**src/rtl/tlu_emulator_if.sv**
```systemverilog
// TLU link between the trigger emulator and a readout board.
// The master side drives trigger and reset; the slave side answers
// with busy and the trigger clock used to read out the trigger number.
interface tlu_if;
    logic tlu_trigger;
    logic tlu_reset;
    logic tlu_busy;
    logic tlu_clock;

    modport master (
        output tlu_trigger,
        output tlu_reset,
        input  tlu_busy,
        input  tlu_clock
    );

    modport slave (
        input  tlu_trigger,
        input  tlu_reset,
        output tlu_busy,
        output tlu_clock
    );
endinterface

```
**src/rtl/tlu_emulator.sv**
```systemverilog
// Trigger-side model of the EUDET-style TLU handshake.
// On a request it raises TLU_TRIGGER and waits for the DUT's busy.
// It then shifts out the trigger number LSB first, one bit per DUT-driven
// TLU_CLOCK rising edge, and waits for busy to drop before going idle.
// TLU_BUSY and TLU_CLOCK are asynchronous and are synchronised here.
module tlu_emulator #(
    parameter int TRIGGER_NUMBER_BITS = 15,
    parameter int TIMEOUT_CYCLES      = 65535
) (
    input  logic                           clk,
    input  logic                           rst_b,
    input  logic                           enable,
    input  logic                           trigger_req,
    input  logic                           number_reset,
    tlu_if.master                          tlu,
    output logic [TRIGGER_NUMBER_BITS-1:0] trigger_number,
    output logic                           ready,
    output logic                           timeout_err,
    output logic [7:0]                     missed_count
);

    localparam int BW = TRIGGER_NUMBER_BITS;
    localparam int CW = (BW > 1) ? $clog2(BW) : 1;
    localparam int TW = (TIMEOUT_CYCLES > 1) ? $clog2(TIMEOUT_CYCLES) : 1;
    // Counter value on the last allowed cycle in a timed state.
    localparam logic [TW-1:0] TO_LAST  = TW'((TIMEOUT_CYCLES > 0) ? (TIMEOUT_CYCLES - 1) : 0);
    localparam logic [CW-1:0] BIT_LAST = CW'(BW - 1);

    typedef enum logic [1:0] {
        S_IDLE         = 2'd0,
        S_WAIT_BUSY    = 2'd1,
        S_SHIFT        = 2'd2,
        S_WAIT_RELEASE = 2'd3
    } state_t;

    state_t          state_r;
    state_t          state_next_s;

    logic            busy_meta_r;
    logic            busy_sync_r;
    logic            tclk_meta_r;
    logic            tclk_sync_r;
    logic            tclk_prev_r;

    logic [BW-1:0]   shift_r;
    logic [BW-1:0]   shift_next_s;
    logic [CW-1:0]   bit_cnt_r;
    logic [CW-1:0]   bit_cnt_next_s;
    logic [TW-1:0]   tcnt_r;
    logic [BW-1:0]   number_r;
    logic [7:0]      missed_r;
    logic [2:0]      rst_left_r;
    logic [2:0]      rst_left_next_s;

    logic            trigger_r;
    logic            trigger_next_s;
    logic            tlu_reset_r;
    logic            ready_r;
    logic            err_r;
    logic            set_err_s;

    logic            tclk_rise_s;
    logic            timeout_s;
    logic            accept_s;

    assign tclk_rise_s = tclk_sync_r & ~tclk_prev_r;
    assign timeout_s   = (TIMEOUT_CYCLES > 0) && (tcnt_r == TO_LAST);
    assign accept_s    = (state_r == S_IDLE) && trigger_req && enable;

    assign tlu.tlu_trigger = trigger_r;
    assign tlu.tlu_reset   = tlu_reset_r;
    assign trigger_number  = number_r;
    assign ready           = ready_r;
    assign timeout_err     = err_r;
    assign missed_count    = missed_r;

    // Two-stage synchronisers for busy and trigger clock, plus a third stage for clock edge detection.
    always_ff @(posedge clk or negedge rst_b) begin
        if (!rst_b) begin
            busy_meta_r <= 1'b0;
            busy_sync_r <= 1'b0;
            tclk_meta_r <= 1'b0;
            tclk_sync_r <= 1'b0;
            tclk_prev_r <= 1'b0;
        end else begin
            busy_meta_r <= tlu.tlu_busy;
            busy_sync_r <= busy_meta_r;
            tclk_meta_r <= tlu.tlu_clock;
            tclk_sync_r <= tclk_meta_r;
            tclk_prev_r <= tclk_sync_r;
        end
    end

    // Handshake next-state logic, shift/bit counter update and next trigger line value.
    always_comb begin
        state_next_s   = state_r;
        shift_next_s   = shift_r;
        bit_cnt_next_s = bit_cnt_r;
        set_err_s      = 1'b0;
        trigger_next_s = 1'b0;

        case (state_r)
            S_IDLE: begin
                if (accept_s) begin
                    state_next_s = S_WAIT_BUSY;
                    shift_next_s = number_r;
                end else begin
                    state_next_s = S_IDLE;
                end
            end
            S_WAIT_BUSY: begin
                if (busy_sync_r) begin
                    state_next_s   = S_SHIFT;
                    bit_cnt_next_s = '0;
                end else if (timeout_s) begin
                    state_next_s = S_IDLE;
                    set_err_s    = 1'b1;
                end else begin
                    state_next_s = S_WAIT_BUSY;
                end
            end
            S_SHIFT: begin
                // A clock edge wins over a simultaneous busy drop so the bit is not lost.
                if (tclk_rise_s) begin
                    shift_next_s   = shift_r >> 1;
                    bit_cnt_next_s = bit_cnt_r + CW'(1);
                    if (bit_cnt_r == BIT_LAST) begin
                        state_next_s = S_WAIT_RELEASE;
                    end else begin
                        state_next_s = S_SHIFT;
                    end
                end else if (!busy_sync_r) begin
                    state_next_s = S_IDLE;
                end else if (timeout_s) begin
                    state_next_s = S_IDLE;
                    set_err_s    = 1'b1;
                end else begin
                    state_next_s = S_SHIFT;
                end
            end
            S_WAIT_RELEASE: begin
                if (!busy_sync_r) begin
                    state_next_s = S_IDLE;
                end else begin
                    state_next_s = S_WAIT_RELEASE;
                end
            end
            default: begin
                state_next_s = S_IDLE;
            end
        endcase

        // Trigger line is registered from the next state so it never glitches.
        case (state_next_s)
            S_IDLE:         trigger_next_s = 1'b0;
            S_WAIT_BUSY:    trigger_next_s = 1'b1;
            S_SHIFT:        trigger_next_s = shift_next_s[0];
            S_WAIT_RELEASE: trigger_next_s = 1'b0;
            default:        trigger_next_s = 1'b0;
        endcase

        if (number_reset) begin
            rst_left_next_s = 3'd4;
        end else if (rst_left_r != 3'd0) begin
            rst_left_next_s = rst_left_r - 3'd1;
        end else begin
            rst_left_next_s = 3'd0;
        end
    end

    // State register, datapath registers and registered outputs.
    always_ff @(posedge clk or negedge rst_b) begin
        if (!rst_b) begin
            state_r     <= S_IDLE;
            shift_r     <= '0;
            bit_cnt_r   <= '0;
            tcnt_r      <= '0;
            number_r    <= '0;
            missed_r    <= 8'd0;
            rst_left_r  <= 3'd0;
            trigger_r   <= 1'b0;
            tlu_reset_r <= 1'b0;
            ready_r     <= 1'b1;
            err_r       <= 1'b0;
        end else begin
            state_r     <= state_next_s;
            shift_r     <= shift_next_s;
            bit_cnt_r   <= bit_cnt_next_s;
            trigger_r   <= trigger_next_s;
            ready_r     <= (state_next_s == S_IDLE);
            rst_left_r  <= rst_left_next_s;
            tlu_reset_r <= (rst_left_next_s != 3'd0);

            // Timeout counter restarts on every state change and every trigger clock edge.
            if ((state_next_s != state_r) || tclk_rise_s || (TIMEOUT_CYCLES == 0)) begin
                tcnt_r <= '0;
            end else begin
                tcnt_r <= tcnt_r + TW'(1);
            end

            // Number reset has priority over the post-accept increment.
            if (number_reset) begin
                number_r <= '0;
            end else if (accept_s) begin
                number_r <= number_r + BW'(1);
            end else begin
                number_r <= number_r;
            end

            if (number_reset) begin
                err_r <= 1'b0;
            end else if (set_err_s) begin
                err_r <= 1'b1;
            end else begin
                err_r <= err_r;
            end

            if (number_reset) begin
                missed_r <= 8'd0;
            end else if (trigger_req && !accept_s && (missed_r != 8'hFF)) begin
                missed_r <= missed_r + 8'd1;
            end else begin
                missed_r <= missed_r;
            end
        end
    end

endmodule

```
**src/flat_wrapper.sv**
```systemverilog
// flat-port wrapper written by rule: the top's interface ports become plain ports
module tlu_emulator_flat 
#(
    parameter int TRIGGER_NUMBER_BITS = 15,
    parameter int TIMEOUT_CYCLES      = 65535
)
  (clk, rst_b, enable, trigger_req, number_reset, trigger_number, ready, timeout_err, missed_count, tlu_tlu_trigger, tlu_tlu_reset, tlu_tlu_busy, tlu_tlu_clock);
  tlu_if tlu_i ();
  input  logic clk;
  input  logic rst_b;
  input  logic enable;
  input  logic trigger_req;
  input  logic number_reset;
  output logic [TRIGGER_NUMBER_BITS-1:0] trigger_number;
  output logic ready;
  output logic timeout_err;
  output logic [7:0] missed_count;
  output wire logic [$bits(tlu_i.tlu_trigger)-1:0] tlu_tlu_trigger;
  output wire logic [$bits(tlu_i.tlu_reset)-1:0] tlu_tlu_reset;
  input wire logic [$bits(tlu_i.tlu_busy)-1:0] tlu_tlu_busy;
  input wire logic [$bits(tlu_i.tlu_clock)-1:0] tlu_tlu_clock;
  assign tlu_tlu_trigger = tlu_i.tlu_trigger;
  assign tlu_tlu_reset = tlu_i.tlu_reset;
  assign tlu_i.tlu_busy = tlu_tlu_busy;
  assign tlu_i.tlu_clock = tlu_tlu_clock;
  tlu_emulator #(.TRIGGER_NUMBER_BITS(TRIGGER_NUMBER_BITS), .TIMEOUT_CYCLES(TIMEOUT_CYCLES)) u_core (.clk(clk), .rst_b(rst_b), .enable(enable), .trigger_req(trigger_req), .number_reset(number_reset), .tlu(tlu_i), .trigger_number(trigger_number), .ready(ready), .timeout_err(timeout_err), .missed_count(missed_count));
endmodule
```
**config.mk**
```make
export PLATFORM = sky130hd
export DESIGN_NAME = tlu_emulator_flat
export DESIGN_NICKNAME = d
export VERILOG_FILES = /design/src/rtl/tlu_emulator_if.sv /design/src/rtl/tlu_emulator.sv /design/src/flat_wrapper.sv
export SDC_FILE = /design/constraint.sdc
export NUM_CORES = 1
export LEC_CHECK = 0
export CORE_ASPECT_RATIO = 0.7
export CORE_UTILIZATION = 53
export CTS_CLUSTER_DIAMETER = 60
export DETAILED_ROUTE_END_ITERATION = 8
export PLACE_DENSITY = 0.75
export SLEW_MARGIN = 40
export SYNTH_ARGS = -nofsm -noshare
export SYNTH_HDL_FRONTEND = slang
export SYNTH_SLANG_ARGS = --single-unit
```
**constraint.sdc**
```tcl
create_clock -name clk -period 2.3 [get_ports clk]
set_input_delay 0.46 -clock clk [delete_from_list [all_inputs] [get_ports clk]]
set_output_delay 0.46 -clock clk [all_outputs]
set_load 0.05 [all_outputs]
```
# After elaboration in Yosys (flattened, before gate mapping)
# Index checks and enable logic that the tools add are counted.
totals:
  regBits: 72
  latch_bits: 0
  elab_cells: 85
  memories: 0
  output_inout_bits: 27
  ramBits: 0
  input_bits: 7
  mem_bits_ro: 0
classes:
  div: 0
  n_addsub: 5
  eq_ne: 13
  mul: 0
  n_shift: 0
  n_bitwise: 2
  muxes: 30
  order_cmp: 0
  n_reduce_logical: 18
op_table:
  columns: ["cell", "count"]
  rows:
  - ["$mux 15", 4]
  - ["$pmux 15 s2", 1]
  - ["$add 16x1->16 const B", 1]
  - ["$eq 16x16->1 const B", 1]
  - ["$mux 16", 1]
  - ["$mux 8", 2]
  - ["$add 15x1->15 const B", 1]
  - ["$mux 2", 5]
  - ["$reduce_bool 2->1", 5]
  - ["$mux 1", 9]
  - ["$add 8x1->8 const B", 1]
  - ["$eq 2x2->1 const B", 4]
  - ["$mux 4", 2]
  - ["$ne 8x8->1 const B", 1]
  - ["$pmux 2 s4", 1]
  - ["$pmux 4 s2", 1]
  - ["$mux 3", 2]
  - ["$ne 2x1->1 const B", 3]
  - ["$reduce_and 3->1", 2]
  - ["$reduce_bool 3->1", 2]
  - ["$add 4x1->4 const B", 1]
  - ["$eq 2x1->1 const B", 2]
  - ["$eq 4x4->1 const B", 1]
  - ["$logic_and 1x1->1", 4]
  - ["other kinds (10)", 11]

# Longest topological paths before layout
logic_depth:
  word_depth: 8
  mapped_depth: 10
  mapped_depth_nobuf: 9

# Least setup slack after synthesis
# OpenSTA, ideal clock, no wires.
synth_timing:
  path_type: "register -> register"
  startpoint: "register u_core.state_r[0]"
  endpoint: "register u_core.trigger_r (netlist: u_core.tlu.tlu_trigger)"
  path_stages_with_launch: 10
  n_path_buf: 2
  arrival_ps: 1991
  t_required_ps: 2175
  period_less_slack_ps: 2115
  path_slack_ps: 185
  setup_time_ps: 125
  cell_sequence: "dfrtp_1 > inv_1 > ha_1 > buf_6 > and3b_4 > buf_6 > a221oi_2 > and2_1 > ha_1 > mux2_2"
synth_via:
  elab_chain_cells: 8
  word_cells_on_any_way: 16
  classes_between: "6 x eq/ne; 5 x mux; 5 x reduce/logical"
synth_lines:
  columns: ["item", "line", "text"]
  rows:
  - ["start, declared", "tlu_emulator.sv:36", "state_t state_r;"]
  - ["start signal, assigned", "tlu_emulator.sv:186", "state_r <= state_next_s;"]
  - ["$logic_not 2->1", "tlu_emulator.sv:68, tlu_emulator.sv:102", null]
  - ["$logic_and 1x1->1 (2 in a row)", "tlu_emulator.sv:68", "assign accept_s = (state_r == S_IDLE) && trigger_req && enable;"]
  - ["$mux 1", "tlu_emulator.sv:104", "if (accept_s) begin"]
  - ["$pmux 2 s4", "tlu_emulator.sv:102", "case (state_r)"]
  - ["$eq 2x2->1 or $logic_not 2->1 (tied branches)", "tlu_emulator.sv:154", "case (state_next_s)"]
  - ["$reduce_or 2->1 (no line)", null, null]
  - ["$pmux 1 s3 (*)", "tlu_emulator.sv:154", null]
  - ["named net u_core.trigger_next_s", "tlu_emulator.sv:56", "logic trigger_next_s;"]
  - ["end signal, assigned", "tlu_emulator.sv:189", "trigger_r <= trigger_next_s;"]
  - ["end, declared", "tlu_emulator.sv:55", "logic trigger_r;"]
# Mark *: on every way through the listed nets, which the timed path passes. The rest lies on a longest branch. The select of a mux whose other input is x is not followed.
# A chain may end at the register's enable or synchronous reset.

# Worst setup path after layout
layout_timing:
  startpoint: "register u_core.state_r[0]"
  endpoint: "register u_core.tcnt_r[6]"
layout_via:
  elab_chain_cells: 8
  word_cells_on_any_way: 11
  classes_between: "4 x eq/ne; 3 x mux; 4 x reduce/logical"
layout_lines:
  columns: ["item", "line", "text"]
  rows:
  - ["$logic_not 2->1", "tlu_emulator.sv:68, tlu_emulator.sv:102", null]
  - ["$logic_and 1x1->1 (2 in a row)", "tlu_emulator.sv:68", null]
  - ["$mux 1", "tlu_emulator.sv:104", null]
  - ["$pmux 2 s4", "tlu_emulator.sv:102", null]
  - ["$ne 2x2->1 (*)", "tlu_emulator.sv:195", "if ((state_next_s != state_r) || tclk_rise_s || (TIMEOUT_CYCLES == 0)) begin"]
  - ["$logic_or 1x1->1 (*)", "tlu_emulator.sv:195", null]
  - ["$mux 16 (*)", "tlu_emulator.sv:195", null]
  - ["end signal, assigned", "tlu_emulator.sv:198", "tcnt_r <= tcnt_r + TW'(1);"]
  - ["end, declared", "tlu_emulator.sv:49", "logic [TW-1:0] tcnt_r;"]
# Mark *: on every way between the ends. The rest lies on a longest branch, timed or not.

==> impl_results.rst <==
.. list-table::
   :header-rows: 1

   * - Metric
     - Value
   * - Warnings, synthesis
     - 0
   * - Worst VDD drop
     - 0.374 mV
   * - Library cells used by synthesis
     - between 40 and 50
   * - FFs w/ async S/R, synth
     - 100%
   * - Wirelength, routed
     - roughly 7500 um
   * - Number of storage elements in the synthesis netlist
     - 72
   * - Layout area overhead
     - 21.0%
   * - Cell area after layout
     - 4390 um2
   * - Number of global-route vias before repair
     - between 2000 and 3000
   * - Post-DP Area
     - around 4100 um2
   * - Worst setup slack after placement
     - -0.153 ns
   * - Post-synthesis cell area
     - between 3000 and 4000 um2
   * - Least-Margin Pin Slew
     - ~0.51 ns
   * - Starting density of the core
     - a little under three fifths
   * - Number of nets at the end of the flow
     - around 430
   * - Largest net degree at the start of global routing
     - 44
   * - Overall power consumption
     - 2980 uW
   * - Ys flop type
     - sky130_fd_sc_hd__dfrtp_1
   * - Total global routing overflow
     - 0
   * - H-tree depth
     - 3
   * - Total Die Area
     - 7190 um2
   * - Worst setup margin
     - about 0.09 ns
   * - DRC errors left
     - 0
   * - Latest clock arrival within the worst-skew pair
     - 0.33 ns
   * - Share of Yosys cell area claimed by the top area cell type
     - roughly half
   * - Crit share post-route
     - between 90 and 100%
   * - Final count of pins violating max slew
     - 0
   * - Clock Tree Buf Depth
     - 2
   * - Total number of placement rows
     - 24
   * - Final critical delay including setup and external delays
     - about 2.2 ns
   * - I/O Buffers
     - 33
   * - CP max FO
     - 16
   * - Hold Crit Class
     - reg2reg
   * - Count of max-cap constraint violations
     - 0
   * - Fraction of the core area covered by cells at the end of the flow
     - 68.3%
   * - Number of ports placed on the die boundary
     - 34
   * - Final setup skew
     - 0.00723 ns
   * - Final hold viol count
     - 0
   * - Cell count after synthesis
     - 354
   * - Detailed-router iteration count before antenna repair
     - 4
   * - Vias per inst
     - roughly 5.5
   * - PD cells
     - around 680 nW/um2
   * - Standard cell core area
     - 6430 um2
   * - Critical path start-end classification
     - reg2reg
   * - Violation count after the first detailed-routing iteration
     - 184
   * - Global routing usage summed across all routing layers
     - 23.4%
   * - Arrival time of the worst setup path
     - 2.46 ns
   * - Placed wire-length estimate after detailed placement
     - between 5000 and 6000 um
   * - Type of destination of the critical path
     - flip-flop
   * - Average routed wire per standard cell
     - approximately 15 um
   * - Setup crit start kind
     - flip-flop
   * - Fmax
     - around 0.45 GHz
   * - Number of synthesized flops with an enable pin
     - 0
   * - Share of synthesized area occupied by flip-flops and latches
     - between 40% and 50%
   * - Proportion of layout cells with a drive suffix above 1
     - ~14%
   * - DRT antenna net count
     - 0
   * - Filler Cell Count
     - 500
   * - Wire length of the first global-routing pass
     - 13000 um
   * - Total via count in the routed design
     - 2770
   * - Num Clock Sinks
     - around 70
   * - Largest cells by area after synthesis
     - sky130_fd_sc_hd__dfrtp_1 49%, sky130_fd_sc_hd__nor2_1 5.3%, sky130_fd_sc_hd__ha_1 4.8%, sky130_fd_sc_hd__xor2_1 4.1%, sky130_fd_sc_hd__xnor2_1 3.6%
   * - Leakage power
     - around 0.0019 uW
   * - Die extent in y
     - just over 70 um
   * - Root Buffer Master
     - sky130_fd_sc_hd__clkbuf_8
   * - RSZ-0062 raised after global routing
     - true
   * - Biggest area consumer among synthesized cells
     - sky130_fd_sc_hd__dfrtp_1
   * - Number of inserted diodes
     - 0
   * - Weighted congestion at the end of routability-driven global placement
     - about 0.93
   * - Final number of setup-violating endpoints
     - 0
   * - Outcome
     - complete, no violations
   * - Clock tree from TritonCTS
     - built
   * - Syn Nets
     - approximately 380
   * - Mean Syn Cell Area
     - ~10 um2
   * - Die width
     - between 100 and 150 um
   * - Slew margin rel.
     - between 60% and 70%
   * - Clock transition at the registers of the reported paths
     - roughly 0.070 ns
   * - Number of antenna violations at the first check in global routing
     - 0
   * - Required time of the critical path
     - approximately 2.6 ns
   * - Number of buffers inserted during clock tree synthesis
     - 9
-- Yosys cell counts, types with 2 or more instances --
| master | instances |
|---|---|
| sky130_fd_sc_hd__a21o_1 | 2 |
| sky130_fd_sc_hd__a21oi_1 | 24 |
| sky130_fd_sc_hd__a22o_1 | 2 |
| sky130_fd_sc_hd__a22oi_1 | 12 |
| sky130_fd_sc_hd__and2_1 | 5 |
| sky130_fd_sc_hd__and3_1 | 4 |
| sky130_fd_sc_hd__and4_1 | 5 |
| sky130_fd_sc_hd__buf_2 | 2 |
| sky130_fd_sc_hd__buf_6 | 2 |
| sky130_fd_sc_hd__clkbuf_1 | 7 |
| sky130_fd_sc_hd__dfrtp_1 | 71 |
| sky130_fd_sc_hd__ha_1 | 14 |
| sky130_fd_sc_hd__inv_1 | 13 |
| sky130_fd_sc_hd__mux2i_1 | 5 |
| sky130_fd_sc_hd__nand2_1 | 19 |
| sky130_fd_sc_hd__nand2b_1 | 3 |
| sky130_fd_sc_hd__nand3_1 | 15 |
| sky130_fd_sc_hd__nand4_1 | 10 |
| sky130_fd_sc_hd__nor2_1 | 51 |
| sky130_fd_sc_hd__nor2_2 | 2 |
| sky130_fd_sc_hd__nor2_4 | 8 |
| sky130_fd_sc_hd__nor2b_1 | 3 |
| sky130_fd_sc_hd__nor3_1 | 7 |
| sky130_fd_sc_hd__o21ai_0 | 10 |
| sky130_fd_sc_hd__or2_2 | 2 |
| sky130_fd_sc_hd__or3_1 | 5 |
| sky130_fd_sc_hd__xnor2_1 | 15 |
| sky130_fd_sc_hd__xor2_1 | 17 |
-- stage by stage --
| step | setup TNS (ns) | hold WS (ns) | std cells |
|---|---|---|---|
| 2_1_floorplan | 0 | 0.164 | 354 |
| 3_3_place_gp | -0.410 | 0.333 | 481 |
| 3_5_place_dp | -1.40 | 0.338 | 481 |
| 4_1_cts | 0 | 0.355 | 498 |
| 5_1_grt | -0.0385 | 0.358 | 500 |
| 6_report | 0 | 0.354 | 500 |
-- sequential cells by signal (all words and copies together), names as in the netlist, 2 cells and up --
signal and flops:
u_core.bit_cnt_r 4, u_core.missed_count 8, u_core.rst_left_r 3, u_core.shift_r 15, u_core.state_r 2, u_core.tcnt_r 16
u_core.trigger_number 15
-- metal layers --
| layer | vias to the layer above | wire length [um] | GRT usage [%] |
|---|---|---|---|
| met2 | 86 | 3460 | 35.4 |
| met5 | - | 0 | 0 |
| met3 | 7 | 422 | 5.76 |
| li1 | 1324 | - | - |
| met4 | 0 | 57 | 6.60 |
| met1 | 1353 | 3610 | 34.0 |
-- path summary, 6_finish.rpt --
path	from	to	slack, ns	cells after the start
max reg2reg	u_core.state_r[0]	u_core.tcnt_r[6]	0.09	7
max	u_core.state_r[0]	u_core.tcnt_r[6]	0.09	7
max in group asynchronous	rst_b	u_core.trigger_number[9]	1.21	3
min	u_core.busy_meta_r	u_core.busy_sync_r	0.35	0
min in group asynchronous	rst_b	u_core.tcnt_r[4]	0.53	2
min reg2reg	u_core.busy_meta_r	u_core.busy_sync_r	0.35	0
-- where the power goes --
group          switching, uW  total, uW  internal [uW]
Combinational            272        439            168
Clock                    463       1100            639
Sequential              69.6       1440           1370
-- worst max-delay path, stage by stage, from the launching register on --
cell	delay (ns)
sky130_fd_sc_hd__dfrtp_1	0.39
sky130_fd_sc_hd__inv_1	0.13
sky130_fd_sc_hd__ha_2	0.24
sky130_fd_sc_hd__and4b_1	0.24
sky130_fd_sc_hd__a221oi_2	0.33
sky130_fd_sc_hd__o311ai_1	0.16
sky130_fd_sc_hd__a32o_4	0.47
sky130_fd_sc_hd__nor2_1	0.18
-- placed cells by master (no fill, tap or decap), types with 7 or more instances in the layout --
| cell | synthesis | final |
|---|---|---|
| sky130_fd_sc_hd__nand2_1 | 19 | 19 |
| sky130_fd_sc_hd__a21oi_1 | 24 | 24 |
| sky130_fd_sc_hd__nand4_1 | 10 | 10 |
| sky130_fd_sc_hd__nor2_1 | 51 | 51 |
| sky130_fd_sc_hd__clkbuf_8 | 0 | 10 |
| sky130_fd_sc_hd__nor3_1 | 7 | 7 |
| sky130_fd_sc_hd__ha_1 | 14 | 13 |
| sky130_fd_sc_hd__nor2_4 | 8 | 8 |
| sky130_fd_sc_hd__clkdlybuf4s50_1 | 0 | 32 |
| sky130_fd_sc_hd__xnor2_1 | 15 | 15 |
| sky130_fd_sc_hd__o21ai_0 | 10 | 10 |
| sky130_fd_sc_hd__nand3_1 | 15 | 15 |
| sky130_fd_sc_hd__a22oi_1 | 12 | 12 |
| sky130_fd_sc_hd__xor2_1 | 17 | 17 |
| sky130_fd_sc_hd__dfrtp_1 | 71 | 71 |
| sky130_fd_sc_hd__inv_1 | 13 | 13 |
| sky130_fd_sc_hd__buf_4 | 0 | 16 |
-- cell type report --
type / count / area, um2 / share of cell area (%)
timing repair buffer: 52 / 495 / 11.3
clock inverter: 5 / 80.1 / 1.82
sequential: 72 / 1800 / 41.1
clock buffer: 11 / 141 / 3.22
inverter: 13 / 48.8 / 1.11
tap: 91 / 114 / 2.59
multi-input combinational: 256 / 1710 / 38.9
-- timing repair --
| item | 4_1_cts | 5_1_grt |
|---|---|---|
| pin swaps | 0 | 2 |
| buffers inserted | 0 | 2 |
| hold buffers | 1 | 0 |
| endpoints found under the setup margin | 16 | 5 |
| endpoints found under the hold margin | 8 | 0 |
| gates resized for setup | 1 | 1 |
-- cell families (layout without fill, tap and decap cells) --
kind of cell	Yosys count	count (layout)	synth area share [%]
adders and majority gates	14	14	4.83
DFF	72	72	49.7
xor gates and xnor gates	32	32	7.72
AOI/OAI and AO/OA	59	59	10.7
and+or+nand+nor	145	145	21.8
muxes	6	6	1.69
buffers and inverters	26	81	3.62
Note: power is estimated with default switching activity, not from simulation.
